## src/rtl/rr_reg_mux_pkg.sv

```systemverilog
// rr_reg_mux_pkg: shared mode encodings and select-width derivation
package rr_reg_mux_pkg;
  localparam logic MODE_DIRECT = 1'b0;
  localparam logic MODE_RR = 1'b1;
  function automatic int sel_w(input int n);
    return n > 1 ? $clog2(n) : 1;
  endfunction
endpackage

```

## src/rtl/rr_reg_mux_if.sv

```systemverilog
// rr_reg_mux_if: producer/consumer handshake bundle for rr_reg_mux
interface rr_reg_mux_if #(parameter int WIDTH = 16, parameter int NUM_IN = 4);
  import rr_reg_mux_pkg::*;
  localparam int SEL_W = sel_w(NUM_IN);
  logic [NUM_IN*WIDTH-1:0] in_data;
  logic [NUM_IN-1:0] in_valid;
  logic [NUM_IN-1:0] in_ready;
  logic mode;
  logic [SEL_W-1:0] control;
  logic [WIDTH-1:0] out;
  logic out_valid;
  logic [SEL_W-1:0] out_chan;
  logic out_ready;
  modport master (output in_data, in_valid, mode, control, out_ready,
                  input in_ready, out, out_valid, out_chan);
  modport slave (input in_data, in_valid, mode, control, out_ready,
                 output in_ready, out, out_valid, out_chan);
endinterface

```

## src/rtl/rr_reg_mux_arbiter.sv

```systemverilog
// rr_reg_mux_arbiter: combinational round-robin pick starting at ptr
module rr_reg_mux_arbiter
  import rr_reg_mux_pkg::*;
#(
  parameter int NUM_IN = 4,
  localparam int SEL_W = sel_w(NUM_IN)
) (
  input  logic [NUM_IN-1:0] req,
  input  logic [SEL_W-1:0]  ptr,
  output logic [NUM_IN-1:0] gnt,
  output logic [SEL_W-1:0]  idx
);
  function automatic logic [SEL_W-1:0] wrap(input logic [SEL_W-1:0] p, input int i);
    int c = int'(p) + i;
    return SEL_W'(c >= NUM_IN ? c - NUM_IN : c);
  endfunction
  // scan from the far end so the channel nearest ptr is written last and wins
  always_comb begin
    gnt = '0;
    idx = '0;
    for (int i = NUM_IN - 1; i >= 0; i--)
      if (req[wrap(ptr, i)]) begin
        gnt = NUM_IN'(1) << wrap(ptr, i);
        idx = wrap(ptr, i);
      end
  end
endmodule

```

## src/rtl/rr_reg_mux.sv

```systemverilog
// rr_reg_mux: registered N:1 mux with valid/ready, backpressure and round-robin mode
module rr_reg_mux
  import rr_reg_mux_pkg::*;
#(
  parameter int WIDTH = 16,
  parameter int NUM_IN = 4,
  localparam int SEL_W = sel_w(NUM_IN)
) (
  input logic clock,
  input logic reset,
  rr_reg_mux_if.slave bus
);
  logic [SEL_W-1:0] ptr, rr_idx, gidx;
  logic [NUM_IN-1:0] rr_gnt, d_gnt, gnt;
  logic load, gnt_ok;
  rr_reg_mux_arbiter #(.NUM_IN(NUM_IN)) u_arb (
    .req(bus.in_valid), .ptr(ptr), .gnt(rr_gnt), .idx(rr_idx)
  );
  // out-of-range control shifts the bit away, so it can never grant
  assign d_gnt = bus.in_valid & (NUM_IN'(1) << bus.control);
  assign gnt = bus.mode == MODE_RR ? rr_gnt : d_gnt;
  assign gidx = bus.mode == MODE_RR ? rr_idx : bus.control;
  assign gnt_ok = |gnt;
  assign load = !bus.out_valid | bus.out_ready;
  assign bus.in_ready = (load & !reset) ? gnt : '0;
  always_ff @(posedge clock) begin
    if (reset) begin
      bus.out <= '0;
      bus.out_valid <= 1'b0;
      bus.out_chan <= '0;
      ptr <= '0;
    end else if (load) begin
      bus.out_valid <= gnt_ok;
      if (gnt_ok) begin
        bus.out <= bus.in_data[int'(gidx)*WIDTH +: WIDTH];
        bus.out_chan <= gidx;
        if (bus.mode == MODE_RR) ptr <= rr_idx == SEL_W'(NUM_IN - 1) ? '0 : rr_idx + 1'b1;
      end
    end
  end
endmodule

```

## src/flat_wrapper.sv

```systemverilog
// flat-port wrapper written by rule: the top's interface ports become plain ports
module rr_reg_mux_flat import rr_reg_mux_pkg::*;
#(
  parameter int WIDTH = 16,
  parameter int NUM_IN = 4,
  localparam int SEL_W = sel_w(NUM_IN)
)
  (clock, reset, bus_in_data, bus_in_valid, bus_mode, bus_control, bus_out_ready, bus_in_ready, bus_out, bus_out_valid, bus_out_chan);
  rr_reg_mux_if #(.WIDTH(WIDTH), .NUM_IN(NUM_IN)) bus_i ();
  input logic clock;
  input logic reset;
  input wire logic [$bits(bus_i.in_data)-1:0] bus_in_data;
  input wire logic [$bits(bus_i.in_valid)-1:0] bus_in_valid;
  input wire logic [$bits(bus_i.mode)-1:0] bus_mode;
  input wire logic [$bits(bus_i.control)-1:0] bus_control;
  input wire logic [$bits(bus_i.out_ready)-1:0] bus_out_ready;
  output wire logic [$bits(bus_i.in_ready)-1:0] bus_in_ready;
  output wire logic [$bits(bus_i.out)-1:0] bus_out;
  output wire logic [$bits(bus_i.out_valid)-1:0] bus_out_valid;
  output wire logic [$bits(bus_i.out_chan)-1:0] bus_out_chan;
  assign bus_i.in_data = bus_in_data;
  assign bus_i.in_valid = bus_in_valid;
  assign bus_i.mode = bus_mode;
  assign bus_i.control = bus_control;
  assign bus_i.out_ready = bus_out_ready;
  assign bus_in_ready = bus_i.in_ready;
  assign bus_out = bus_i.out;
  assign bus_out_valid = bus_i.out_valid;
  assign bus_out_chan = bus_i.out_chan;
  rr_reg_mux #(.WIDTH(WIDTH), .NUM_IN(NUM_IN)) u_core (.clock(clock), .reset(reset), .bus(bus_i));
endmodule
```

## config.mk

```make
export PLATFORM = sky130hd
export DESIGN_NAME = rr_reg_mux_flat
export DESIGN_NICKNAME = d
export VERILOG_FILES = /design/src/rtl/rr_reg_mux_pkg.sv /design/src/rtl/rr_reg_mux_if.sv /design/src/rtl/rr_reg_mux_arbiter.sv /design/src/rtl/rr_reg_mux.sv /design/src/flat_wrapper.sv
export SDC_FILE = /design/constraint.sdc
export NUM_CORES = 1
export LEC_CHECK = 0
export BUFFER_PORTS_ARGS = -buffer_cell sky130_fd_sc_hd__buf_2
export CORE_ASPECT_RATIO = 1.5
export CORE_MARGIN = 2
export CORE_UTILIZATION = 43
export CTS_CLUSTER_DIAMETER = 30
export DETAILED_ROUTE_END_ITERATION = 8
export MAX_ROUTING_LAYER = met4
export PLACE_DENSITY = 0.8
export REMOVE_ABC_BUFFERS = 1
export SYNTH_ARGS = -nofsm -noshare
export SYNTH_HDL_FRONTEND = slang
export SYNTH_HIERARCHICAL = 1
export SYNTH_SLANG_ARGS = --single-unit
```

## constraint.sdc

```tcl
create_clock -name clock -period 3.1 [get_ports clock]
set_clock_uncertainty 0.1 [all_clocks]
set_input_delay 0 -clock clock [delete_from_list [all_inputs] [get_ports clock]]
set_output_delay 0 -clock clock [all_outputs]
set_load 0.005 [all_outputs]
```

Yosys cells after proc, flatten, opt, wreduce, memory -nomap -nowiden
Index checks and enable logic that the tools add are counted.
{ "word_totals": {"output_inout_bits": 23, "elab_cells": 59, "inputBits": 74, "register_bits": 21} }
{ "classes": {"magnitude_cmp": 8, "n_reduce_logical": 5, "bitwise": 3, "shift": 6, "add_sub_neg": 8, "muxes": 24, "n_eq_ne": 1} }
{ "op_table": {"columns": ["operator", "n"], "rows": [
  ["indexed part select 64 x 7 -> 16 bit", 1],
  ["two-way mux 4 bit", 6],
  ["two-way mux 2 bit", 10],
  ["<< shifter 1 x 2 -> 4 bit, first input constant", 5],
  ["less-than comparator 2 x 3 -> 1 bit, second input constant", 4],
  ["greater-or-equal comparator 3 bit, second input constant", 3],
  ["binary-select mux 1 bit (select 2 bit)", 4],
  ["subtractor 2 x 1 -> 2 bit, second input constant", 4],
  ["adder 2 x 2 -> 3 bit, second input constant", 2],
  ["bitwise AND 4 bit", 1],
  ["two-way mux 1 bit", 4],
  ["OR reduction 4 bit", 1],
  ["adder 2 x 1 -> 3 bit, second input constant", 1],
  ["greater-or-equal comparator 2 x 3 -> 1 bit, second input constant", 1],
  ["AND reduction 3 bit", 1],
  ["adder 2 x 1 -> 2 bit, second input constant", 1],
  ["== test 2 bit, second input constant", 1],
  ["zero test 1 bit", 2],
  ["AND reduction 2 bit", 1],
  ["bitwise AND 1 bit", 1],
  ["OR 1 bit", 1]
]} }

Logic depth before layout (Yosys ltp)
{ "depth": {"ltp_word": 12, "ltp_mapped": 13, "mapped_depth_nobuf": 10} }

Cells and area by module
Netlist, hierarchy kept.
{ "by_module_without_submodules": {"columns": ["module", "seq_area_each_um2", "instances", "area_per_inst_um2", "cells_per_inst"], "rows": [
  ["rr_reg_mux", 420.4, 1, 1617.8, 144],
  ["rr_reg_mux_arbiter", 0.0, 1, 490.5, 60]
]} }

Least setup slack after synthesis
OpenSTA, ideal clock, no wires.
{ "synth_timing": {"kind": "register to register", "from": "reg u_core.ptr[1]", "to": "reg u_core.bus.out_chan[0]", "setup_slack_ns": -0.094, "synth_period_minus_slack_ns": 3.194, "stages_incl_launch_ff": 11, "n_path_buf": 1, "required_ns": 2.879, "setup_ns": 0.121, "arrival_time_ns": 2.973, "path_cell_list": "dfxtp_1 inv_1 ha_1 clkbuf_2 mux4_2 or4_1 a21o_1 o211ai_1 a32oi_1 a41oi_1 mux2_2"} }
{ "synth_via": {"elab_chain_len": 12, "elab_cells_between_ends": 39, "cone_classes": "7 x add/sub; 4 x order compare; 4 x shift; 22 x mux; 2 x reduce/logical"} }
{ "synth_lines": {"columns": ["item", "line", "rtl"], "rows": [
  ["from (decl)", "rr_reg_mux.sv:13", "logic [SEL_W-1:0] ptr, rr_idx, gidx;"],
  ["from (signal assigned)", "rr_reg_mux.sv:37", "if (bus.mode == MODE_RR) ptr <= rr_idx == SEL_W'(NUM_IN - 1) ? '0 : rr_idx + 1'b1;"],
  ["adder 2 x 2 -> 3 bit", "rr_reg_mux_arbiter.sv:14", "int c = int'(p) + i;"],
  ["greater-or-equal comparator 3 bit / subtractor 2 x 1 -> 2 bit (equally long branches)", "rr_reg_mux_arbiter.sv:15", "return SEL_W'(c >= NUM_IN ? c - NUM_IN : c);"],
  ["two-way mux 2 bit", "rr_reg_mux_arbiter.sv:15", null],
  ["binary-select mux 1 bit (select 2 bit)", "rr_reg_mux_arbiter.sv:22", "if (req[wrap(ptr, i)]) begin"],
  ["two-way mux 1 bit (implied by the code)", "rr_reg_mux_arbiter.sv:22", null],
  ["two-way mux 4 bit (3 in series)", "rr_reg_mux_arbiter.sv:22", null],
  ["two-way mux 4 bit *", "rr_reg_mux_arbiter.sv:22", null],
  ["net u_core.rr_gnt[1]", "rr_reg_mux.sv:14", "logic [NUM_IN-1:0] rr_gnt, d_gnt, gnt;"],
  ["two-way mux 4 bit *", "rr_reg_mux.sv:21", "assign gnt = bus.mode == MODE_RR ? rr_gnt : d_gnt;"],
  ["OR reduction 4 bit *", "rr_reg_mux.sv:23", "assign gnt_ok = |gnt;"],
  ["AND reduction 2 bit (no line) *", null, null],
  ["to (signal assigned)", "rr_reg_mux.sv:36", "bus.out_chan <= gidx;"],
  ["to (decl)", "rr_reg_mux_if.sv:17", "output in_ready, out, out_valid, out_chan);"]
]} }
Mark *: on every way through the listed nets, which the timed path passes. The rest lies on a longest branch. The select of a mux whose other input is x is not followed.
A chain may end at the register's enable or synchronous reset.

Final worst setup path
{ "layout_timing": {"from": "reg u_core.ptr[0]", "to": "reg u_core.bus.out[15]"} }
{ "layout_via": {"elab_chain_len": 12, "elab_cells_between_ends": 40, "cone_classes": "7 x add/sub; 4 x order compare; 5 x shift; 22 x mux; 2 x reduce/logical"} }
{ "layout_lines": {"columns": ["item", "line", "rtl"], "rows": [
  ["adder 2 x 2 -> 3 bit", "rr_reg_mux_arbiter.sv:14", null],
  ["greater-or-equal comparator 3 bit / subtractor 2 x 1 -> 2 bit (equally long branches)", "rr_reg_mux_arbiter.sv:15", null],
  ["two-way mux 2 bit", "rr_reg_mux_arbiter.sv:15", null],
  ["binary-select mux 1 bit (select 2 bit)", "rr_reg_mux_arbiter.sv:22", null],
  ["two-way mux 1 bit (implied by the code)", "rr_reg_mux_arbiter.sv:22", null],
  ["two-way mux 4 bit (3 in series)", "rr_reg_mux_arbiter.sv:22", null],
  ["two-way mux 4 bit *", "rr_reg_mux_arbiter.sv:22", null],
  ["net u_core.rr_gnt[1]", "rr_reg_mux.sv:14", null],
  ["two-way mux 4 bit *", "rr_reg_mux.sv:21", null],
  ["OR reduction 4 bit *", "rr_reg_mux.sv:23", null],
  ["AND reduction 2 bit (no line) *", null, null],
  ["to (signal assigned)", "rr_reg_mux.sv:35", "bus.out <= bus.in_data[int'(gidx)*WIDTH +: WIDTH];"],
  ["to (decl)", "rr_reg_mux_if.sv:17", null]
]} }
Marked as above.

==> results.toml <==
[clock_tree]
clk_path_buf_depth = 2
cts_tree = "done"
cts_buffers = 3
worstSkewPairLatency_ns = 0.25
clockRootBuffer = "clkbuf_8"
h-tree-depth = 1
clkSlewWorstSetupHoldPaths_ns = 0.08
cts_sinks = 21

[synthesis]
synth_edf_count = 0
ys_seq_elements = 21
synth_area_um2 = 2110
yosys_warnings = 6
synthTopCellsByArea = "dfxtp_1 20%, mux4_1 11%, mux4_2 9.6%"
postSynthAreaPerCell_um2 = 10.3
ys.flop_type = "dfxtp_1"
ys_seq_area_share_pct = 19.9
yosysTopAreaCellShare_pct = 19.9
yosysTopAreaCell = "dfxtp_1"
synthArstFlopShare_pct = 0
ys_types = 46
synth_cells = 204

[floorplanning]
die_x_um = 61.2
die_height_um = 89.8
rows = 31
core-area_um2 = 4770
io_pins = 97
die-area_um2 = 5490
start_util_pct = 44.2

[grt]
grt_remaining_overflow = 0
grt_max_degree = 27
grt_pass1_vias = 2056
grt_pass1_wl_um = 9400
antenna_found_initial = 0
grt_usage_pct = 22.7

[timing]
worst_pin_slew_ns = 0.564
period_needed_ns = 2.98
slew_violations = 0
finalWorstSetupSlack_ns = 0.120
rsz0062_at_grt = "false"
finalCritPeriodShare_pct = 96.1
slew_headroom_pct = 62.4
setup_viol_count_final = 0
hold_viol = 0
fmax_ghz = 0.336

[power]
seq_power_share_pct = 22.4
p_int_mw = 1.12
power_leakage_nw = 1.29
comb_power_share_pct = 68.3
power.total_mw = 1.93
power.density_nw_per_um2 = 682
switching_share_pct = 42.1
p_sw_mw = 0.810
peakVddDrop_mv = 0.314
pwr-share-clk_pct = 9.3

[cells_and_area]
n_fill_cell = 434
area_growth_pct = 33.9
num_antenna_cells = 0
final_area_um2 = 2820
register_area_um2 = 424
drive_gt1_share_pct = 56.0
multi_input_area_um2 = 1580
final_nets = 393

[worst_setup_path]
rrSetupSlack_ns = 0.12
critPathLaunchType = "flop"
cp-endpoint = "u_core/bus.out[15]"
cp.arrival_ns = 3.06
crit_required_ns = 3.18
crit_start = "u_core/ptr[0]"
r2r-start = "u_core/ptr[0]"
cp_max_fo = 16
worst-r2r-cell-count = 10
path_class = "reg2reg"
reg2reg_to = "u_core/bus.out[15]"
cp-end-kind = "flop"

[placement]
pre_cts_ws_ns = -0.193
dp_hpwl_um = 4560
placed_area_um2 = 2680
io_buffers = 96
place_congestion = 0.881

[route]
first_pass_iters = 5
drc_errors = 0
num_vias = 2059
ant_nets = 0
routedWlPerCell_um = 15.9
drtIter0Drc = 62
wl_um = 5980
via_per_inst = 5.49

[worst_hold_path]
hp-class = "in2reg"
whs_path_depth = 3

[run_status]
status = "completed"

[run]
drv_cap = 0
==> layer usage <==
layer | global-route usage [%] | up-vias | wire [um]
li1 | - | 997 | -
met1 | 25.6 | 975 | 2130
met2 | 39.5 | 75 | 3420
met3 | 1.58 | 12 | 247
met4 | 9.60 | 0 | 175
met5 | - | - | 0
==> stage by stage <==
stage	setup TNS, ns	hold slack (ns)	utilization [%]	instances
2_1_floorplan	-2.85	0.0788	-	194
3_3_place_gp	-1.68	0.293	56.2	367
3_5_place_dp	-3.13	0.297	56.2	367
4_1_cts	0	0.0328	58.1	373
5_1_grt	0	0.0585	59.2	375
6_report	0	0.0442	59.2	375
==> cell families (layout without fill, tap and decap cells) <==
kind of cell | count (synthesis) | count (layout) | synth area share [%]
AND/OR/NAND/NOR | 71 | 71 | 20.1
AO/OA/AOI/OAI | 43 | 43 | 19.3
multiplexers | 30 | 30 | 27.7
buffers and inverters | 30 | 135 | 7.60
flip-flops | 21 | 21 | 19.9
adder cells (fa/ha/maj) | 9 | 9 | 5.34
==> synthesized netlist by cell type, types with 2 or more instances <==
cell,count
nand2_1,2
nand4_1,5
o21ai_0,2
nand2b_1,21
nor2_1,11
mux4_1,9
buf_6,3
a22oi_1,3
nand3_1,2
or2_2,16
a41oi_1,2
nor2b_1,6
inv_1,20
dfxtp_1,21
a32oi_1,4
o221ai_2,10
a31oi_1,3
mux2i_1,4
a21o_1,2
mux2_2,6
buf_4,2
o221ai_1,6
mux4_2,9
clkbuf_1,3
a21oi_1,3
ha_1,9
==> power by group through the flow <==
| stage | Combinational [mW] | Sequential [mW] | Clock, mW |
|---|---|---|---|
| finish | 1.32 | 0.432 | 0.179 |
| detailed placement | 1.21 | 0.432 | 0 |
| CTS | 1.26 | 0.430 | 0.184 |
| global route | 1.42 | 0.446 | 0.195 |
| floorplan | 0.756 | 0.455 | 0 |
| global placement | 1.19 | 0.431 | 0 |
==> cell type report <==
cell class / instances / area share [%]
inverters: 20 / 2.66
flip-flops and latches: 21 / 15.0
well taps: 66 / 2.92
clock inverters: 1 / 0.177
multi-input cells: 153 / 55.9
repair buffers: 111 / 21.9
clock buffers: 3 / 1.46
==> worst min-delay path by stage <==
stage | slack (ns) | from | end
floorplan | 0.08 | reset | u_core/bus.out_valid
global placement | 0.29 | bus_out_ready | u_core/bus.out_valid
detailed placement | 0.30 | bus_out_ready | u_core/bus.out_valid
CTS | 0.03 | bus_out_ready | u_core/bus.out_valid
global route | 0.06 | bus_out_ready | u_core/bus.out_valid
finish | 0.04 | bus_out_ready | u_core/bus.out_valid
==> worst max-delay path, stage by stage (launching register included) <==
cell and delay, ns:
dfxtp_4 0.39, inv_2 0.08, ha_4 0.30, mux4_2 0.36, or4_1 0.52, a21o_1 0.16, o211ai_1 0.10, a32oi_2 0.15
a41o_2 0.35, buf_12 0.16, o221ai_1 0.20
==> state kept, by name (all words and copies together) (netlist names) <==
name and cells:
u_core/bus.out_chan 2, u_core/bus.out 16, u_core/ptr 2, u_core/bus.out_valid 1
==> what timing repair did <==
item	in CTS	in global routing
setup buffers	2	2
resized for setup	4	6
endpoints found under the setup margin	20	19
pin swaps	0	2
gates cloned	0	0
hold buffers	0	0
hold endpoints to repair	0	0
==> placed cells by master (no fill, tap or decap), types with 2 or more instances in the layout <==
cell type  count
inv_1         19
mux4_1         9
buf_4         13
nand4_1        5
dfxtp_1       20
ha_1           8
buf_12         2
nand2b_1      21
nand2_1        2
nor2b_1        6
o221ai_1       6
a31oi_1        3
a22oi_1        3
mux4_2         9
mux2i_1        4
buf_2         96
o21ai_0        2
a21o_1         2
a32oi_2        4
nand3_1        2
o221ai_2      10
a21oi_1        3
nor2_1        11
or2_2         16
mux2_2         6
clkbuf_8       3
Power figures use the tool's default switching activity.
